### src/rtl/countdown_timer_hms.sv
`default_nettype none
// ============================================================================
// Module   : countdown_timer_hms
// Loadable HH:MM:SS down-counter with start/pause control and expiry flag.
// Revision : 1.0 - initial release
// ============================================================================
module countdown_timer_hms #(
  parameter int TICK_DIV = 1,
  parameter int SEC_MAX  = 59,
  parameter int MIN_MAX  = 59,
  parameter int HR_MAX   = 23
) (
  input  logic       clk,
  input  logic       rst,
  input  logic       load,
  input  logic [5:0] load_sec,
  input  logic [5:0] load_min,
  input  logic [4:0] load_hr,
  input  logic       start,
  input  logic       pause,
  output logic [5:0] count_sec,
  output logic [5:0] count_min,
  output logic [4:0] count_hr,
  output logic       borrow_sec,
  output logic       borrow_min,
  output logic       done,
  output logic       expired,
  output logic       running
);

  localparam int              DIV_W    = (TICK_DIV > 1) ? $clog2(TICK_DIV) : 1;
  localparam logic [DIV_W-1:0] DIV_LAST = DIV_W'(TICK_DIV - 1);
  localparam logic [5:0]      SEC_TOP  = 6'(SEC_MAX);
  localparam logic [5:0]      MIN_TOP  = 6'(MIN_MAX);
  localparam logic [4:0]      HR_TOP   = 5'(HR_MAX);

  typedef enum logic [1:0] {
    ST_IDLE  = 2'd0,
    ST_RUN   = 2'd1,
    ST_PAUSE = 2'd2,
    ST_DONE  = 2'd3
  } state_t;

  state_t           r_state;
  state_t           w_state_nxt;
  logic [DIV_W-1:0] r_div;
  logic [DIV_W-1:0] w_div_nxt;
  logic [5:0]       w_sec_nxt;
  logic [5:0]       w_min_nxt;
  logic [4:0]       w_hr_nxt;
  logic             w_bsec_nxt;
  logic             w_bmin_nxt;
  logic             w_done_nxt;
  logic             w_nonzero;

  assign w_nonzero = (count_sec != 6'd0) || (count_min != 6'd0) || (count_hr != 5'd0);

  always_comb begin
    w_state_nxt = r_state;
    w_div_nxt   = r_div;
    w_sec_nxt   = count_sec;
    w_min_nxt   = count_min;
    w_hr_nxt    = count_hr;
    w_bsec_nxt  = 1'b0;
    w_bmin_nxt  = 1'b0;
    w_done_nxt  = 1'b0;

    if (load) begin
      w_state_nxt = ST_IDLE;
      w_div_nxt   = '0;
      w_sec_nxt   = (load_sec > SEC_TOP) ? SEC_TOP : load_sec;
      w_min_nxt   = (load_min > MIN_TOP) ? MIN_TOP : load_min;
      w_hr_nxt    = (load_hr  > HR_TOP)  ? HR_TOP  : load_hr;
    end else begin
      case (r_state)
        ST_IDLE: begin
          // Starting from 00:00:00 is a no-op rather than an instant expiry
          if (!pause && start && w_nonzero) begin
            w_state_nxt = ST_RUN;
            w_div_nxt   = '0;
          end
        end
        ST_RUN: begin
          if (pause) begin
            w_state_nxt = ST_PAUSE;
          end else if (r_div == DIV_LAST) begin
            w_div_nxt = '0;
            if (count_sec != 6'd0) begin
              w_sec_nxt = count_sec - 6'd1;
            end else if (count_min != 6'd0) begin
              w_sec_nxt  = SEC_TOP;
              w_min_nxt  = count_min - 6'd1;
              w_bsec_nxt = 1'b1;
            end else if (count_hr != 5'd0) begin
              w_sec_nxt  = SEC_TOP;
              w_min_nxt  = MIN_TOP;
              w_hr_nxt   = count_hr - 5'd1;
              w_bsec_nxt = 1'b1;
              w_bmin_nxt = 1'b1;
            end
            if ((w_sec_nxt == 6'd0) && (w_min_nxt == 6'd0) && (w_hr_nxt == 5'd0)) begin
              w_state_nxt = ST_DONE;
              w_done_nxt  = 1'b1;
            end
          end else begin
            w_div_nxt = r_div + DIV_W'(1);
          end
        end
        ST_PAUSE: begin
          // Divider keeps its held phase so the partial second is not lost
          if (!pause && start) begin
            w_state_nxt = ST_RUN;
          end
        end
        default: begin
        end
      endcase
    end
  end

  always_ff @(posedge clk or negedge rst) begin
    if (!rst) begin
      r_state    <= ST_IDLE;
      r_div      <= '0;
      count_sec  <= 6'd0;
      count_min  <= 6'd0;
      count_hr   <= 5'd0;
      borrow_sec <= 1'b0;
      borrow_min <= 1'b0;
      done       <= 1'b0;
      expired    <= 1'b0;
      running    <= 1'b0;
    end else begin
      r_state    <= w_state_nxt;
      r_div      <= w_div_nxt;
      count_sec  <= w_sec_nxt;
      count_min  <= w_min_nxt;
      count_hr   <= w_hr_nxt;
      borrow_sec <= w_bsec_nxt;
      borrow_min <= w_bmin_nxt;
      done       <= w_done_nxt;
      expired    <= (w_state_nxt == ST_DONE);
      running    <= (w_state_nxt == ST_RUN);
    end
  end

endmodule
`default_nettype wire

### config.mk
export PLATFORM = sky130hd
export DESIGN_NAME = countdown_timer_hms
export DESIGN_NICKNAME = d
export VERILOG_FILES = /design/src/rtl/countdown_timer_hms.sv
export SDC_FILE = /design/constraint.sdc
export NUM_CORES = 1
export LEC_CHECK = 0
export ABC_CLOCK_PERIOD_IN_PS = 4720
export CORE_AREA = 2 2 61 63
export DETAILED_ROUTE_END_ITERATION = 7
export DIE_AREA = 0 0 63 65
export PLACE_DENSITY_LB_ADDON = 0.25
export SLEW_MARGIN = 20
export SYNTH_ARGS = -nofsm -noshare
export SYNTH_HDL_FRONTEND = slang
export SYNTH_SLANG_ARGS = --single-unit
### constraint.sdc
create_clock -name clk -period 4.72 [get_ports clk]
set_clock_uncertainty 0.15 [all_clocks]
set_input_delay 0.472 -clock clk [delete_from_list [all_inputs] [get_ports clk]]
set_output_delay 0.472 -clock clk [all_outputs]
set_load 0.005 [all_outputs]
=== Yosys cells after proc, flatten, opt, wreduce, memory -nomap -nowiden ===
Index checks and enable logic that the tools add are counted.

* Add/sub/neg operators: 4
* $lt $le $gt $ge: 3
* Equal/unequal tests: 8
* Mux-type cells: 66
* Reductions and logical operators: 18

{| class="wikitable"
|+ Operator list
! operator !! number
|-
| two-way mux 6 bit || 24
|-
| two-way mux 5 bit || 12
|-
| two-way mux 1 bit || 22
|-
| > comparator 6 bit (second input constant) || 2
|-
| logical NOT 6 bit || 2
|-
| two-way mux 2 bit || 6
|-
| nonzero test 6 bit || 2
|-
| subtractor 6 x 1 -> 6 bit (second input constant) || 2
|-
| inequality test 3 bit (second input constant) || 2
|-
| case mux 2 bit (3 select lines) || 1
|-
| AND reduction 3 bit || 2
|-
| > comparator 5 bit (second input constant) || 1
|-
| logical NOT 5 bit || 1
|-
| nonzero test 5 bit || 1
|-
| subtractor 5 x 1 -> 5 bit (second input constant) || 1
|-
| equality test 2 x 1 -> 1 bit (second input constant) || 2
|-
| equality test 2 bit (second input constant) || 2
|-
| logical AND 1 bit || 4
|-
| inequality test 2 bit (second input constant) || 2
|-
| nonzero test 3 bit || 1
|-
| logical NOT 2 bit || 1
|-
| logical OR 1 bit || 2
|-
| case mux 1 bit (2 select lines) || 1
|-
| nonzero test 2 bit || 1
|-
| other kinds (2) || 2
|}

* Bits in registers: 25
* Bits of input ports: 22
* Output and inout bits: 22
* Word-level logic and storage cells: 109

=== Longest topological paths before layout ===
* Word-level depth: 17
* Gate-level depth with buffers: 10
* Depth with buffers taken out: 8

=== Worst setup path before layout ===
No wires, ideal clock.

* Path type: reg-to-reg
* Start: register count_sec[0]
* End: register done
* Library setup time: 0.081 ns
* Data arrival time: 2.646 ns
* Data required time: 4.489 ns
* Setup slack: 1.843 ns
* Cell stages (with the launch flop): 9
* Path buffers: 1
* Period minus slack after synthesis: 2.877 ns
* Path through: dfrtp_1 > clkbuf_1 > inv_1 > ha_1 > or4b_4 > o41a_1 > or3_1 > or4b_1 > nor3_2

* Word-level cells in the longest chain between the ends: 15

{| class="wikitable"
|+ RTL lines
! element !! line !! source
|-
| start, declared || 21 || <nowiki>output logic [5:0] count_sec,</nowiki>
|-
| start signal, assigned || 136 || <nowiki>count_sec <= w_sec_nxt;</nowiki>
|-
| branches (longest 9 deep; another with subtractor 6 x 1 -> 6 bit) || n/a ||
|-
| logical AND 1 bit * || 101 || <nowiki>if ((w_sec_nxt == 6'd0) && (w_min_nxt == 6'd0) && (w_hr_nxt == 5'd0)) begin</nowiki>
|-
| two-way mux 1 bit * || 101 ||
|-
| two-way mux 1 bit * || 86 || <nowiki>end else if (r_div == DIV_LAST) begin</nowiki>
|-
| two-way mux 1 bit * || 84 || <nowiki>if (pause) begin</nowiki>
|-
| two-way mux 1 bit * || 75 || <nowiki>case (r_state)</nowiki>
|-
| two-way mux 1 bit * || 68 || <nowiki>if (load) begin</nowiki>
|-
| net w_done_nxt || 53 || <nowiki>logic w_done_nxt;</nowiki>
|-
| end signal, assigned || 141 || <nowiki>done <= w_done_nxt;</nowiki>
|-
| end, declared || 26 || <nowiki>output logic done,</nowiki>
|}

Mark *: on every way through the listed nets, which the timed path passes. The select of a mux whose other input is x is not followed.
A chain may end at the register's enable or synchronous reset.

=== Worst setup path after layout ===
* Start: register count_sec[0]
* End: register running

* Word-level cells in the longest chain between the ends: 16

{| class="wikitable"
|+ RTL lines
! element !! line !! source
|-
| branches (longest 13 deep; another with subtractor 6 x 1 -> 6 bit) || n/a ||
|-
| case mux 2 bit (3 select lines) * || 75 ||
|-
| two-way mux 2 bit * || 68 ||
|-
| equality test 2 x 1 -> 1 bit * || 143 || <nowiki>running <= (w_state_nxt == ST_RUN);</nowiki>
|-
| end signal, assigned || 143 ||
|-
| end, declared || 28 || <nowiki>output logic running</nowiki>
|}

Every way passes the cells marked *. The select of a mux whose other input is x is not followed.

==> results_dict.tcl <==
set metrics [dict create \
    finalCritPeriodShare_pct 67.7 \
    cts_root_buf "clkbuf_4" \
    outcome "complete, no violations" \
    final-setup-viol-count 0 \
    fin_setup_tns_ns 0 \
    wirelength_um 4450 \
    synth_most_common_cell "dfrtp_1" \
    cp_top_family "simple AND/OR/NAND/NOR gates" \
    start_kind "flop" \
    tightest_slew_ns 0.894 \
    synth.yosys.seq_area_share_pct 34.4 \
    cts_tree "yes" \
    place_hpwl_um 3310 \
    die_h_um 65 \
    avgViaCountPerCell 5.75 \
    synth_top_area_share_pct 34.4 \
    die_w_um 63 \
    synth_warnings 0 \
    dieArea_um2 4100 \
    crit_buf_inv 1 \
    ant_nets 0 \
    ir_drop_mv 0.123 \
    drive_above_1_share_pct 5.18 \
    synth_enable_flop_cells 0 \
    crit_path_top_delay_cell "nor4b_2" \
    yosysUniqueCellTypes 52 \
    drcViolationCount 0 \
    final.min_clock_period_ns 3.20 \
    synth_commonest_cells "dfrtp_1, nand2_1, nor2_1" \
    portBuffers 43 \
    clkSlewWorstSetupHoldPaths_ns 0.15 \
    antenna_found_initial 0 \
    place_area_um2 2190 \
    clockBufferDepth 2 \
    grt_util_met2_pct 39.2 \
    synth-seq-cells 24 \
    routabilityCongestion 0.908 \
    met1_usage_pct 32.1 \
    hold_viol_final 0 \
    max_stage_delay_ns 0.54 \
    synthToLayoutAreaGrowth_pct 28.6 \
    h-tree-depth 1 \
    end_kind "flop" \
    num_io_pins 44 \
    synth.cell_area_um2 1740 \
    rows 22 \
    cp_cell_sequence "inv_1 -> ha_1 -> nor4b_2 -> nand2_1 -> o41ai_1 -> and4b_1 -> nand4b_1 -> o21ba_2" \
    p_leak_nw 0.850 \
    first_pass_iters 4 \
    powerDensity_nw_per_um2 245 \
    cts.repair.resized 0 \
    cp.arrival_ns 3.28 \
    met3_usage_pct 3.82 \
    max-cap-violations 0 \
    max_freq_ghz 0.313 \
    core_area_um2 3500 \
    hp-class "flop to flop" \
    clock_latency_ns 0.33 \
    slew_violations 0 \
    yosys.area.top_type "dfrtp_1" \
    synthTopCellsByArea "dfrtp_1, mux2i_1, o21ai_0, nand2_1, nand4_1" \
    netlist_instances 214 \
    cts_buffers 3 \
    syn_area_per_cell_um2 8.15 \
    syn-num-nets 239 \
    track_usage_pct 23.9 \
    post_cts_buffers 0 \
    grt_pass1_wl_um 7820 \
    synthArstFlopShare_pct 100 \
    busiest_layer "met2" \
    worstPathMaxFanout 12 \
    overflow 0 \
    initial_core_util_pct 49.9 \
    antenna_cells 0 \
    grt_max_degree 36 \
    vias 1718 \
    drt_iter0_markers 96 \
    critical_path_required_ns 4.81 \
    crit_type "flop to flop" \
    grt_pass1_vias 1653 \
    routedWlPerCell_um 14.9 \
    relSlewSlack_pct 39.6 \
    numClockSinks 24 \
    fin_area_um2 2240 \
    rsz0062_at_grt "false" \
    nets 277 \
    ys.flop_type "dfrtp_1" \
]
[sequential cells by signal, summed over array words and instances, names as in the netlist]
register / count
borrow_sec: 1
running: 1
count_min: 6
r_state: 2
expired: 1
done: 1
count_hr: 5
count_sec: 6
borrow_min: 1
[cell families (layout without fill, tap and decap cells)]
family                     count (synthesis)  count (layout)  share of synthesized area, %
buffers and inverters                     24              61                          5.81
adders and majority gates                  3               3                          2.15
xor gates and xnor gates                   2               2                          1.00
DFF                                       24              24                          34.4
muxes                                     10              10                          5.81
and+or+nand+nor                           94              94                          29.6
AOI/OAI and AO/OA                         57              57                          21.2
[placed cells by master (no fill, tap or decap), types with 2 or more instances in the layout]
cell / netlist / layout
nand2b_1: 3 / 3
o31ai_1: 4 / 4
ha_1: 3 / 3
clkbuf_4: 0 / 3
or3_1: 3 / 3
o22a_1: 5 / 5
nor2_1: 20 / 20
nand3_1: 3 / 3
a31oi_1: 4 / 4
nor3_1: 5 / 5
nor4_1: 4 / 4
dfrtp_1: 24 / 24
nand2_1: 22 / 22
nor2b_1: 4 / 4
xnor2_1: 2 / 2
a21oi_1: 13 / 13
mux2i_1: 9 / 9
clkdlybuf4s50_1: 0 / 42
inv_1: 12 / 12
nand3b_1: 3 / 3
nand4_1: 13 / 13
o21ai_0: 17 / 17
[final cells by class]
| type | count | area [um^2] |
|---|---|---|
| Fill cell | 323 | 1250 |
| Multi-Input combinational cell | 166 | 1040 |
| Sequential cell | 24 | 601 |
| Timing Repair Buffer | 45 | 443 |
| Tap cell | 48 | 60.1 |
| Inverter | 12 | 45.0 |
| Clock inverter | 1 | 30.0 |
| Clock buffer | 3 | 22.5 |
[final timing paths]
path	from	end	slack [ns]	cells after the start
worst max-delay path	count_sec[0]	running	1.52	8
worst min-delay path	count_hr[4]	count_hr[4]	0.49	2
worst max register to register	count_sec[0]	running	1.52	8
worst min register to register	count_hr[4]	count_hr[4]	0.49	2
max in group asynchronous	rst	count_sec[3]	3.56	2
min in group asynchronous	rst	borrow_sec	0.50	2
[metrics by stage]
| stage | total power (W) | hold slack (ns) | std cells | worst slack [ns] | utilization, % |
|---|---|---|---|---|---|
| after global routing | 0.000584 | 0.538 | 299 | 1.19 | 64.2 |
| after global placement | 0.000394 | 0.461 | 294 | 1.70 | 62.5 |
| final | 0.000550 | 0.490 | 299 | 1.52 | 64.2 |
| after detailed placement | 0.000396 | 0.467 | 294 | 1.57 | 62.5 |
| after floorplan | 0.000328 | 0.0264 | 214 | 1.84 | - |
| after CTS | 0.000550 | 0.494 | 298 | 1.54 | 64.0 |
[worst register-to-register path: cells and delay by family, from the launching register on]
kind | cells | cell delay [ns]
AND/OR/NAND/NOR | 4 | 1.36
adder cells (fa/ha/maj) | 1 | 0.23
flip-flops | 1 | 0.51
AO/OA/AOI/OAI | 2 | 0.77
buffers and inverters | 1 | 0.10
[metal layers]
metal	routed length, um	part of all wire [%]
met4	95	2.1
met2	2030	46
met1	2070	46
met5	0	0
met3	259	5.8
[timing repair]
action                                  in CTS  in global routing
hold endpoints to repair                     0                 24
hold buffers                                 0                  1
endpoints found under the setup margin       0                  0
[power breakdown]
group	internal (W)	switching, W
clock network	0.0000859	0.0000700
logic	0.0000776	0.0000676
registers	0.000220	0.0000289
total	0.000384	0.000166
Note: power is estimated with default switching activity, not from simulation.
